File: config.mk
export PLATFORM = sky130hd
export DESIGN_NAME = switch_toggle_bank_flat
export DESIGN_NICKNAME = d
export VERILOG_FILES = /design/src/rtl/switch_toggle_bank_if.sv /design/src/rtl/switch_toggle_bank.sv /design/src/flat_wrapper.sv
export SDC_FILE = /design/constraint.sdc
export NUM_CORES = 1
export LEC_CHECK = 0
export BUFFER_PORTS_ARGS = -buffer_cell sky130_fd_sc_hd__buf_2
export CORE_MARGIN = 1.5
export CORE_UTILIZATION = 66
export DETAILED_ROUTE_END_ITERATION = 7
export PLACE_DENSITY_LB_ADDON = 0.08
export SYNTH_ARGS = -nofsm -noshare
export SYNTH_HDL_FRONTEND = slang
export SYNTH_SLANG_ARGS = --single-unit
File: constraint.sdc
create_clock -name i_Clk -period 5.8 [get_ports i_Clk]
set_clock_uncertainty 0.1 [all_clocks]
set_input_delay 1.16 -clock i_Clk [delete_from_list [all_inputs] [get_ports i_Clk]]
set_output_delay 1.16 -clock i_Clk [all_outputs]
set_load 0.02 [all_outputs]
File: src/rtl/switch_toggle_bank_if.sv
// Switch/LED bundle for switch_toggle_bank: raw switch levels and clear in,
// per-channel toggle state, edge pulses and debounced level out.
interface switch_toggle_bank_if #(
    parameter int unsigned NUM_CH = 4
);
    logic              i_Clear;
    logic [NUM_CH-1:0] i_Switch;
    logic [NUM_CH-1:0] o_LED;
    logic [NUM_CH-1:0] o_Edge;
    logic [NUM_CH-1:0] o_State;

    modport master (
        output i_Clear,
        output i_Switch,
        input  o_LED,
        input  o_Edge,
        input  o_State
    );

    modport slave (
        input  i_Clear,
        input  i_Switch,
        output o_LED,
        output o_Edge,
        output o_State
    );
endinterface

File: src/rtl/switch_toggle_bank.sv
// Multi-channel switch toggler: two-flop synchroniser, counting debouncer and
// edge qualifier per channel; each qualifying accept flips that channel's LED.
module switch_toggle_bank #(
    parameter int unsigned NUM_CH         = 4,
    parameter int unsigned DEBOUNCE_LIMIT = 250000,
    parameter int unsigned EDGE_MODE      = 0
) (
    input logic                 i_Clk,
    input logic                 i_Reset,
    switch_toggle_bank_if.slave bus_io
);

    localparam int unsigned CntW = (DEBOUNCE_LIMIT > 1) ? $clog2(DEBOUNCE_LIMIT) : 1;
    localparam logic [CntW-1:0] CntMax = CntW'(DEBOUNCE_LIMIT - 1);
    localparam logic [CntW-1:0] CntOne = CntW'(1);

    logic [NUM_CH-1:0]           sync1_q, sync2_q;
    logic [NUM_CH-1:0][CntW-1:0] cnt_q, cnt_d;
    logic [NUM_CH-1:0]           stable_q, stable_d;
    logic [NUM_CH-1:0]           led_q, led_d;
    logic [NUM_CH-1:0]           edge_q, edge_d;

    // Which direction of a newly accepted level counts as an edge.
    function automatic logic qualifies(input logic new_lvl);
        if (EDGE_MODE == 0) begin
            return ~new_lvl;
        end else if (EDGE_MODE == 1) begin
            return new_lvl;
        end else begin
            return 1'b1;
        end
    endfunction

    always_comb begin
        cnt_d    = cnt_q;
        stable_d = stable_q;
        led_d    = led_q;
        edge_d   = '0;
        for (int ch = 0; ch < int'(NUM_CH); ch++) begin
            if (sync2_q[ch] == stable_q[ch]) begin
                cnt_d[ch] = '0;
            end else if (cnt_q[ch] == CntMax) begin
                stable_d[ch] = sync2_q[ch];
                cnt_d[ch]    = '0;
                if (qualifies(sync2_q[ch])) begin
                    led_d[ch]  = ~led_q[ch];
                    edge_d[ch] = 1'b1;
                end
            end else begin
                cnt_d[ch] = cnt_q[ch] + CntOne;
            end
        end
        // Clear overrides any toggle this cycle; edge and debounce state still advance.
        if (bus_io.i_Clear) begin
            led_d = '0;
        end
    end

    always_ff @(posedge i_Clk or posedge i_Reset) begin
        if (i_Reset) begin
            sync1_q  <= '0;
            sync2_q  <= '0;
            cnt_q    <= '0;
            stable_q <= '0;
            led_q    <= '0;
            edge_q   <= '0;
        end else begin
            sync1_q  <= bus_io.i_Switch;
            sync2_q  <= sync1_q;
            cnt_q    <= cnt_d;
            stable_q <= stable_d;
            led_q    <= led_d;
            edge_q   <= edge_d;
        end
    end

    assign bus_io.o_LED   = led_q;
    assign bus_io.o_Edge  = edge_q;
    assign bus_io.o_State = stable_q;

endmodule

File: src/flat_wrapper.sv
// flat-port wrapper written by rule: the top's interface ports become plain ports
module switch_toggle_bank_flat 
#(
    parameter int unsigned NUM_CH         = 4,
    parameter int unsigned DEBOUNCE_LIMIT = 250000,
    parameter int unsigned EDGE_MODE      = 0
)
  (i_Clk, i_Reset, bus_io_i_Clear, bus_io_i_Switch, bus_io_o_LED, bus_io_o_Edge, bus_io_o_State);
  switch_toggle_bank_if #(.NUM_CH(NUM_CH)) bus_io_i ();
  input logic i_Clk;
  input logic i_Reset;
  input wire logic [$bits(bus_io_i.i_Clear)-1:0] bus_io_i_Clear;
  input wire logic [$bits(bus_io_i.i_Switch)-1:0] bus_io_i_Switch;
  output wire logic [$bits(bus_io_i.o_LED)-1:0] bus_io_o_LED;
  output wire logic [$bits(bus_io_i.o_Edge)-1:0] bus_io_o_Edge;
  output wire logic [$bits(bus_io_i.o_State)-1:0] bus_io_o_State;
  assign bus_io_i.i_Clear = bus_io_i_Clear;
  assign bus_io_i.i_Switch = bus_io_i_Switch;
  assign bus_io_o_LED = bus_io_i.o_LED;
  assign bus_io_o_Edge = bus_io_i.o_Edge;
  assign bus_io_o_State = bus_io_i.o_State;
  switch_toggle_bank #(.NUM_CH(NUM_CH), .DEBOUNCE_LIMIT(DEBOUNCE_LIMIT), .EDGE_MODE(EDGE_MODE)) u_core (.i_Clk(i_Clk), .i_Reset(i_Reset), .bus_io(bus_io_i));
endmodule
==> results_dict.tcl, run 1 <==
set metrics [dict create \
    fin_area_sq_um 4770 \
    synth_fa_ha_area_share_pct 1.14 \
    antenna_found_initial 0 \
    synthesis.nets 436 \
    die_h_um 84.6 \
    multi_input_area_sq_um 1990 \
    die_area_sq_um 7160 \
    synthTopCellsByArea "dfrtp_1, xnor2_1, nor2_1" \
    power_leakage_uw 0.00193 \
    overflow 0 \
    numPlacedInstances 513 \
    gr-usage-all-layers_pct 24.2 \
    cts_setup_buffers 0 \
    finalNetCount 458 \
    syn_area_sq_um 4400 \
    rows 29 \
    synth-simple-area-share_pct 26.6 \
    end_kind "flip-flop" \
    grt_max_degree 53 \
    ir_drop_mv 0.256 \
    synth_edf_count 0 \
    synth_compound_area_share_pct 3.36 \
    die_w_um 84.6 \
    synth_xor_area_share_pct 12.2 \
    cts_tree "built" \
    h-tree-depth 3 \
    rrSetupSlack_ns 3.38 \
    max_stage_delay_ns 0.62 \
    io_pins 19 \
    fin_tns_setup_ns 0 \
    ff_latch_area_sq_um 2300 \
    gp_congestion 0.804 \
    clock_latency_ns 0.35 \
    r2r-start "u_core.cnt_q[36]" \
    grt_pass1_vias 3013 \
    cp_max_fo 17 \
    power_uw 1160 \
    instances_no_fill 529 \
    coreArea_sq_um 6390 \
    synth_top_family_by_area "simple AND/OR/NAND/NOR gates" \
    drtIter0Drc 131 \
    via_per_inst 5.87 \
    final_layout_size_suffix_gt1_share_pct 12.6 \
    cp-endpoint "u_core.cnt_q[52]" \
    clk_pin_slew_ns 0.09 \
    synthFlopType "dfrtp_1" \
    wire_per_inst_um 15.0 \
    worstPathCellList "ha_1 > nand3_4 > or4_1 > o21ai_2 > nor2_1" \
    root_buffer "clkbuf_8" \
    worstMarginPinSlew_ns 0.721 \
    worstPathArrival_ns 2.52 \
    rr_endpoint "u_core.cnt_q[52]" \
    firstDrtPassIters 4 \
    min_path_type "flip-flop to flip-flop" \
    worstPathRequired_ns 5.90 \
    drv_cap 0 \
    postRouteWirelength_um 7950 \
    layout-area-overhead-vs-synth_pct 8.39 \
    synthMuxAreaShare_pct 2.02 \
    synth.avg_cell_area_sq_um 10.3 \
    synthTopCellsByCount "dfrtp_1, nor2_1, xnor2_1" \
    fin_crit_sh_pct 41.7 \
    period_minus_slack_ns 2.42 \
    hold_buffers 0 \
    finalSetupViolations 0 \
    portBuffers 18 \
    fill_cells 463 \
    status "complete, no violations" \
    cts_buffers 9 \
    start_kind "flip-flop" \
    rsz0062_at_grt "no" \
    antenna_left 0 \
    drc_errors 0 \
    synth_top_area_cell "dfrtp_1" \
    synth_top_cell_area_share_pct 52.4 \
    slowest_stage "o21ai_2" \
    ys_seq_area_share_pct 52.4 \
    yosysMostFrequentCell "dfrtp_1" \
    synth.distinct_cells 49 \
    maxSlewViolCount 0 \
    hpwl_um 5400 \
    slew_headroom_pct 51.9 \
    r2r_cells 5 \
    crit_type "flip-flop to flip-flop" \
    grt_pass1_wl_um 13900 \
    async_flop_share_pct 100 \
    fmax_ghz 0.414 \
    num_antenna_cells 0 \
    cts_resized 0 \
    max-clock-path-buffers 2 \
    ys_ff_latch 92 \
    initial_core_util_pct 68.8 \
    place_area_sq_um 4550 \
    crit_start "u_core.cnt_q[36]" \
    yosysWarnings 0 \
    power_density_nw_per_um2 243 \
    num_vias 3106 \
    clock_sinks 92 \
    hold_violations 0 \
    syn_inst 425 \
]
## critical path, delay by kind of cell, from the launching register on
family          cells  cell delay, ns
fa+ha+maj           1            0.25
compound gates      1            0.62
simple gates        3            0.90
flops               1            0.41
## registers in the layout (all words and copies together), names as in the netlist
signal                 cells
u_core.bus_io.o_LED        4
u_core.sync1_q             4
u_core.sync2_q             4
u_core.bus_io.o_State      4
u_core.bus_io.o_Edge       4
u_core.cnt_q              72
## how the worst min path moves through the flow
stage                            startpoint                 to  slack (ns)  depth (start not counted)
after detailed placement  u_core.sync1_q[0]  u_core.sync2_q[0]        0.24                          0
after CTS                 u_core.sync1_q[3]  u_core.sync2_q[3]        0.26                          0
after global routing      u_core.sync1_q[3]  u_core.sync2_q[3]        0.26                          0
after global placement    u_core.sync1_q[1]  u_core.sync2_q[1]        0.23                          0
after floorplan           u_core.sync1_q[0]  u_core.sync2_q[0]        0.23                          0
final                     u_core.sync1_q[3]  u_core.sync2_q[3]        0.26                          0
## layout make-up
cell class | instances | share of cell area [%]
timing repair buffer | 19 | 2.05
sequential | 92 | 48.3
multi-input combinational | 309 | 41.8
clock buffer | 10 | 2.68
inverter | 16 | 1.29
tap | 77 | 2.02
clock inverter | 6 | 1.86
## placed cells by master, fill, tap and decap left out, drive strengths merged, types with 4 or more instances in the layout
| master | instances |
|---|---|
| a21oi | 7 |
| xor2 | 17 |
| or4 | 7 |
| nor2 | 79 |
| nor4b | 5 |
| xnor2 | 44 |
| dfrtp | 92 |
| inv | 15 |
| nor4 | 24 |
| mux2 | 7 |
| ha | 4 |
| nand3 | 25 |
| nor3 | 18 |
| nand4 | 20 |
| nand2 | 18 |
| clkbuf | 10 |
| o21ai | 5 |
| buf | 19 |
## per-stage QoR
step,util (%),worst slack [ns],hold WS [ns]
after CTS,74.6,3.38,0.264
after floorplan,-,2.15,0.231
after detailed placement,71.2,3.29,0.238
final,74.6,3.38,0.262
after global placement,71.2,3.30,0.231
after global routing,74.6,3.28,0.263
## cells by family after synthesis
| logic type | count (synthesis) |
|---|---|
| and+or+nand+nor | 216 |
| muxes | 8 |
| buffers and inverters | 24 |
| xor gates and xnor gates | 61 |
| AOI/OAI and AO/OA | 20 |
| DFF | 92 |
| adders and majority gates | 4 |
## power by group
part | internal (uW) | switching, uW
Clock | 243 | 219
Combinational | 10.3 | 27.5
Sequential | 650 | 9.53
## routing by layer
metal  GRT usage [%]  wire, um  vias up
li1                -         -     1528
met1            32.6      3660     1508
met2            40.3      3920       57
met3            4.82       264       13
met4            6.74       104        0
met5               0         0        -
Power figures use the tool's default switching activity.
==> inputs of run 2 (changes only) <==
--- a/config.mk
+++ b/config.mk
@@ -5,9 +5,10 @@
 export SDC_FILE = /design/constraint.sdc
 export NUM_CORES = 1
 export LEC_CHECK = 0
+export ABC_AREA = 1
 export BUFFER_PORTS_ARGS = -buffer_cell sky130_fd_sc_hd__buf_2
 export CORE_MARGIN = 1.5
-export CORE_UTILIZATION = 66
+export CORE_UTILIZATION = 62
 export DETAILED_ROUTE_END_ITERATION = 7
 export PLACE_DENSITY_LB_ADDON = 0.08
 export SYNTH_ARGS = -nofsm -noshare
==> constraint.sdc (replaced) <==
create_clock -name i_Clk -period 2.5 [get_ports i_Clk]
set_clock_uncertainty 0.1 [all_clocks]
set_input_delay 0.5 -clock i_Clk [delete_from_list [all_inputs] [get_ports i_Clk]]
set_output_delay 0.5 -clock i_Clk [all_outputs]
set_load 0.02 [all_outputs]
==> run 2 against run 1 <==
  * Sequential cell count unchanged
  * Non-clock buffer count increased by 2
  * Final area up 12%
  * Clock-buffer cell count increased by 1
  * Global-route usage up 2.1 points
  * Worst hold slack worse by 0.25 ns
  * Utilization shrank 5.1 points
  * Routed wire length is 27% higher
  * Sequential share of layout area shrank 5.2 points
  * Largest power group unchanged
==> results_dict.tcl, run 2 <==
set metrics [dict create \
    status "complete, no violations" \
    synth_edf_count 0 \
    synth.distinct_cells 25 \
    hold_buffers 0 \
    max_stage_delay_ns 0.42 \
    power_density_nw_per_um2 498 \
    cp_max_fo 4 \
    antenna_left 0 \
    final_layout_size_suffix_gt1_share_pct 12.0 \
    synth_compound_area_share_pct 3.51 \
    overflow 0 \
    synthFlopType "dfrtp_1" \
    layout_common_cells "nor2_1, nand2_1, dfrtp_1" \
    synthesis.nets 667 \
    rows 32 \
    synth_top_area_cell "dfrtp_1" \
    synth_xor_area_share_pct 4.30 \
    min_path_type "primary input to async pin" \
    r2r-start "u_core.cnt_q[18]" \
    end_kind "flip-flop" \
    h-tree-depth 3 \
    slowest_stage "dfrtp_1" \
    antenna_found_initial 0 \
    path_common_cell "nand2_1" \
    drtIter0Drc 226 \
    max-clock-path-buffers 2 \
    initial_core_util_pct 63.6 \
    num_vias 4127 \
    portBuffers 18 \
    crit_type "flip-flop to flip-flop" \
    clock_sinks 92 \
    synth.avg_cell_area_sq_um 7.45 \
    start_kind "flip-flop" \
    async_flop_share_pct 100 \
    finalNetCount 699 \
    synth_top_family_by_area "simple AND/OR/NAND/NOR gates" \
    clock_latency_ns 0.36 \
    synthTopCellsByArea "dfrtp_1, nor2_1, nand2_1" \
    final_common_cell "nor2_1" \
    ir_drop_mv 0.374 \
    grt_max_degree 42 \
    numPlacedInstances 779 \
    gr-usage-all-layers_pct 26.2 \
    ys_seq_area_share_pct 47.1 \
    drc_errors 0 \
    regMostFlops "u_core.cnt_q" \
    die_w_um 91.8 \
    rsz0062_at_grt "no" \
    die_h_um 91.8 \
    cts_setup_buffers 0 \
    root_buffer "clkbuf_8" \
    grt_pass1_vias 3944 \
    clk_pin_slew_ns 0.09 \
    power_uw 2660 \
    yosysMostFrequentCell "nor2_1" \
    cts_tree "built" \
    firstDrtPassIters 5 \
    r2r_cells 8 \
    fmax_ghz 0.601 \
    largest_register_ff_count 72 \
    period_minus_slack_ns 1.66 \
    synth_fa_ha_area_share_pct 1.02 \
    syn_area_sq_um 4890 \
    worstMarginPinSlew_ns 0.604 \
    instances_no_fill 795 \
    maxSlewViolCount 0 \
    postRouteWirelength_um 10100 \
    synthTopCellsByCount "nor2_1, nand2_1, dfrtp_1" \
    worstPathArrival_ns 1.86 \
    die_area_sq_um 8420 \
    rrSetupSlack_ns 0.84 \
    gp_congestion 0.937 \
    cts_buffers 9 \
    io_pins 19 \
    cts_resized 0 \
    coreArea_sq_um 7690 \
    hold_violations 0 \
    fill_cells 655 \
    syn_inst 656 \
    drv_cap 0 \
    grt_pass1_wl_um 17700 \
    layout-area-overhead-vs-synth_pct 9.37 \
    via_per_inst 5.19 \
    num_antenna_cells 0 \
    wire_per_inst_um 12.7 \
    rr_endpoint "u_core.cnt_q[31]" \
    ys_ff_latch 92 \
    fin_crit_sh_pct 66.6 \
    finalSetupViolations 0 \
    synth-simple-area-share_pct 37.5 \
    synthMuxAreaShare_pct 0 \
    fin_tns_setup_ns 0 \
    yosysWarnings 0 \
    power_leakage_uw 0.00249 \
    slew_headroom_pct 59.6 \
    hpwl_um 7570 \
    worstPathRequired_ns 2.69 \
    worstPathCellList "ha_1 > nand2_1 > inv_2 > nand2_1 > nor2_1 > a21oi_1 > nand2_1 > nor2_1" \
    synth_top_cell_area_share_pct 47.1 \
]
[run 2: changes by cell type in the layout (fill, tap and decap cells not counted), moves of 17 or more]
cell     change
nand2_1    +117
nor2_1      +79
inv_1       +54
nand3_1     +36
xnor2_1     -32
nor4_1      -23
nor2_2      +17
[run 2: worst max-delay path by stage]
stage	startpoint	endpoint	slack (ns)	cells after the start
after floorplan	i_Reset	u_core.bus_io.o_Edge[0]	0.82	1
after global placement	u_core.cnt_q[0]	u_core.cnt_q[12]	0.91	8
after detailed placement	u_core.cnt_q[54]	u_core.cnt_q[66]	0.84	8
after CTS	u_core.cnt_q[54]	u_core.cnt_q[66]	0.82	8
after global routing	u_core.cnt_q[54]	u_core.cnt_q[66]	0.65	8
final	u_core.cnt_q[18]	u_core.cnt_q[31]	0.84	8
[run 2: layer usage]
layer,up-vias,GRT usage (%),routed length [um]
li1,2126,-,-
met1,1898,35.8,4840
met2,90,43.7,4770
met3,13,3.23,334
met4,0,8.72,155
met5,-,0,0
[run 2: kinds of logic (layout without fill, tap and decap cells)]
group,count (synthesis),in the layout
simple gates,420,420
flops,92,92
xor+xnor,24,24
compound gates,31,31
fa+ha+maj,4,4
buf+inv,85,122
[run 2: power breakdown]
group / switching, uW / total [uW] / internal (uW)
Combinational: 73.9 / 101 / 27.2
Clock: 539 / 1030 / 494
Sequential: 16.9 / 1530 / 1510
Total: 630 / 2660 / 2030
[run 2: layout make-up]
| cell class | instances | area, sq um | share of cell area [%] |
|---|---|---|---|
| clock buffer | 11 | 141 | 2.65 |
| inverter | 85 | 324 | 6.06 |
| tap | 102 | 128 | 2.39 |
| multi-input combinational | 479 | 2260 | 42.4 |
| sequential | 92 | 2300 | 43.1 |
| timing repair buffer | 21 | 125 | 2.34 |
| clock inverter | 5 | 60.1 | 1.12 |
[run 2: per-stage QoR]
step | instance area [sq um] | hold slack [ns] | setup WS, ns | utilization (%)
final | 5350 | 0.0101 | 0.835 | 69.5
after floorplan | 4890 | 0.231 | 0.822 | -
after CTS | 5350 | 0.00832 | 0.825 | 69.5
after global routing | 5350 | 0.0295 | 0.650 | 69.5
after global placement | 5140 | 0.231 | 0.914 | 66.9
after detailed placement | 5140 | 0.238 | 0.844 | 66.9
[run 2: worst max-delay path: cells and delay by family, from the launching register on]
kind	cells	cell delay [ns]
and+or+nand+nor	5	0.52
DFF	1	0.42
AOI/OAI and AO/OA	1	0.29
adders and majority gates	1	0.22
buffers and inverters	1	0.06
==> inputs of run 3 (changes only) <==
==> constraint.sdc (replaced) <==
create_clock -name i_Clk -period 1.7 [get_ports i_Clk]
set_clock_uncertainty 0.1 [all_clocks]
set_input_delay 0.34 -clock i_Clk [delete_from_list [all_inputs] [get_ports i_Clk]]
set_output_delay 0.34 -clock i_Clk [all_outputs]
set_load 0.02 [all_outputs]
==> run 3 against run 2 <==
  * Sequential power grew 46%
  * Register-to-register slack lost 0.75 ns
  * Cell count grew 2.0%
  * Clock power grew 42%
  * Critical path type unchanged
  * Largest power group unchanged
==> results_dict.tcl, run 3 (same netlist as run 2, synthesis figures left out) <==
set metrics [dict create \
    power_density_nw_per_um2 703 \
    fin_ws_ns 0.0870 \
    slowest_stage "dfrtp_1" \
    ff_latch_area_sq_um 2300 \
    root_buffer "clkbuf_8" \
    final_layout_size_suffix_gt1_share_pct 14.7 \
    final_common_cell "nor2_1" \
    die_w_um 91.8 \
    grt_pass1_vias 4143 \
    gp_congestion 0.933 \
    cts_buffers 9 \
    fmax_ghz 0.620 \
    ir_drop_mv 0.445 \
    crit_type "flip-flop to flip-flop" \
    start_kind "flip-flop" \
    fin_tns_setup_ns 0 \
    grt_max_degree 37 \
    h-tree-depth 3 \
    worstPathRequired_ns 1.89 \
    finalNetCount 715 \
    via_per_inst 5.24 \
    coreArea_sq_um 7690 \
    drc_errors 0 \
    die_area_sq_um 8420 \
    gr-usage-all-layers_pct 26.5 \
    clock_sinks 92 \
    wire_per_inst_um 12.6 \
    cp_top_family "simple AND/OR/NAND/NOR gates" \
    whs_ns 0.203 \
    antenna_found_initial 0 \
    hpwl_um 7510 \
    postRouteWirelength_um 10200 \
    max-clock-path-buffers 2 \
    path_common_cell "nand2_1" \
    multi_input_area_sq_um 2300 \
    regMostFlops "u_core.cnt_q" \
    layout_common_cells "nor2_1, nand2_1, dfrtp_1" \
    worstMarginPinSlew_ns 0.408 \
    worstPathCellList "ha_1 > nand2_1 > inv_2 > nand2_1 > inv_1 > nand3b_1 > nand2_2 > nor2_1" \
    power_uw 3880 \
    rows 32 \
    utilization_pct 71.7 \
    overflow 0 \
    layout-area-overhead-vs-synth_pct 12.8 \
    preCtsSetupSlack_ns 0.0304 \
    cts_tree "built" \
    status "complete, no violations" \
    rsz0062_at_grt "yes" \
    finalSetupViolations 0 \
    cp_max_fo 7 \
    io_pins 19 \
    power_leakage_uw 0.00256 \
    portBuffers 18 \
    hold_violations 0 \
    die_h_um 91.8 \
    antenna_left 0 \
    grt_pass1_wl_um 17900 \
    clock_latency_ns 0.36 \
    num_vias 4251 \
    largest_register_ff_count 72 \
    firstDrtPassIters 5 \
    worst-path-buf-inv 2 \
    max_stage_delay_ns 0.40 \
    fin_crit_sh_pct 94.9 \
    clk_pin_slew_ns 0.09 \
    min_path_type "primary input to flip-flop" \
    fill_cells 613 \
    drtIter0Drc 208 \
    num_antenna_cells 0 \
    slew_headroom_pct 72.6 \
    maxSlewViolCount 0 \
    period_minus_slack_ns 1.61 \
    drv_cap 0 \
    worstPathArrival_ns 1.80 \
    initial_core_util_pct 63.6 \
    end_kind "flip-flop" \
]
run 3: metal layers:
metal  track usage, %  up-vias  routed length (um)
met5                0        -                   0
met4             9.49        0                 209
met3             3.98       22                 485
met2             44.0      123                4810
met1             35.5     1947                4680
li1                 -     2159                   -
run 3: path summary, 6_finish.rpt:
| check | slack [ns] | start | endpoint | depth (start not counted) |
|---|---|---|---|---|
| max | 0.09 | u_core.cnt_q[54] | u_core.cnt_q[61] | 8 |
| min | 0.20 | bus_io_i_Clear | u_core.bus_io.o_LED[3] | 4 |
| min reg2reg | 0.25 | u_core.sync1_q[3] | u_core.sync2_q[3] | 0 |
| max in group asynchronous | 0.54 | i_Reset | u_core.bus_io.o_State[0] | 4 |
| min in group asynchronous | 0.41 | i_Reset | u_core.cnt_q[53] | 3 |
| max reg2reg | 0.09 | u_core.cnt_q[54] | u_core.cnt_q[61] | 8 |
run 3: stage by stage:
step / std cells / cell area, sq um
after floorplan: 656 / 4890
after global placement: 787 / 5220
after detailed placement: 787 / 5220
after CTS: 808 / 5460
after global routing: 811 / 5510
final: 811 / 5510
run 3: tightest hold or removal path: stages:
cell and delay [ns]:
buf_2 0.08, inv_1 0.09, nand2_1 0.09, nor2_1 0.03
run 3: what timing repair did:
item / 4_1_cts / 5_1_grt
hold buffers: 5 / 0
setup buffers: 0 / 3
endpoints found under the hold margin: 16 / 0
resized for setup: 0 / 11
setup endpoints to repair: 0 / 43
run 3: area by class of cell:
cell class / count / share of cell area, %
multi-input cells: 479 / 41.7
inverters: 85 / 5.88
repair buffers: 37 / 4.90
clock inverters: 6 / 1.16
clock buffers: 10 / 2.31
well taps: 102 / 2.31
flip-flops and latches: 92 / 41.8
run 3: report_power, final:
group / switching (uW) / internal, uW / leakage, uW
sequential: 25.2 / 2220 / 0.00126
clock: 775 / 680 / 0.0000927
combinational: 116 / 62.3 / 0.00121
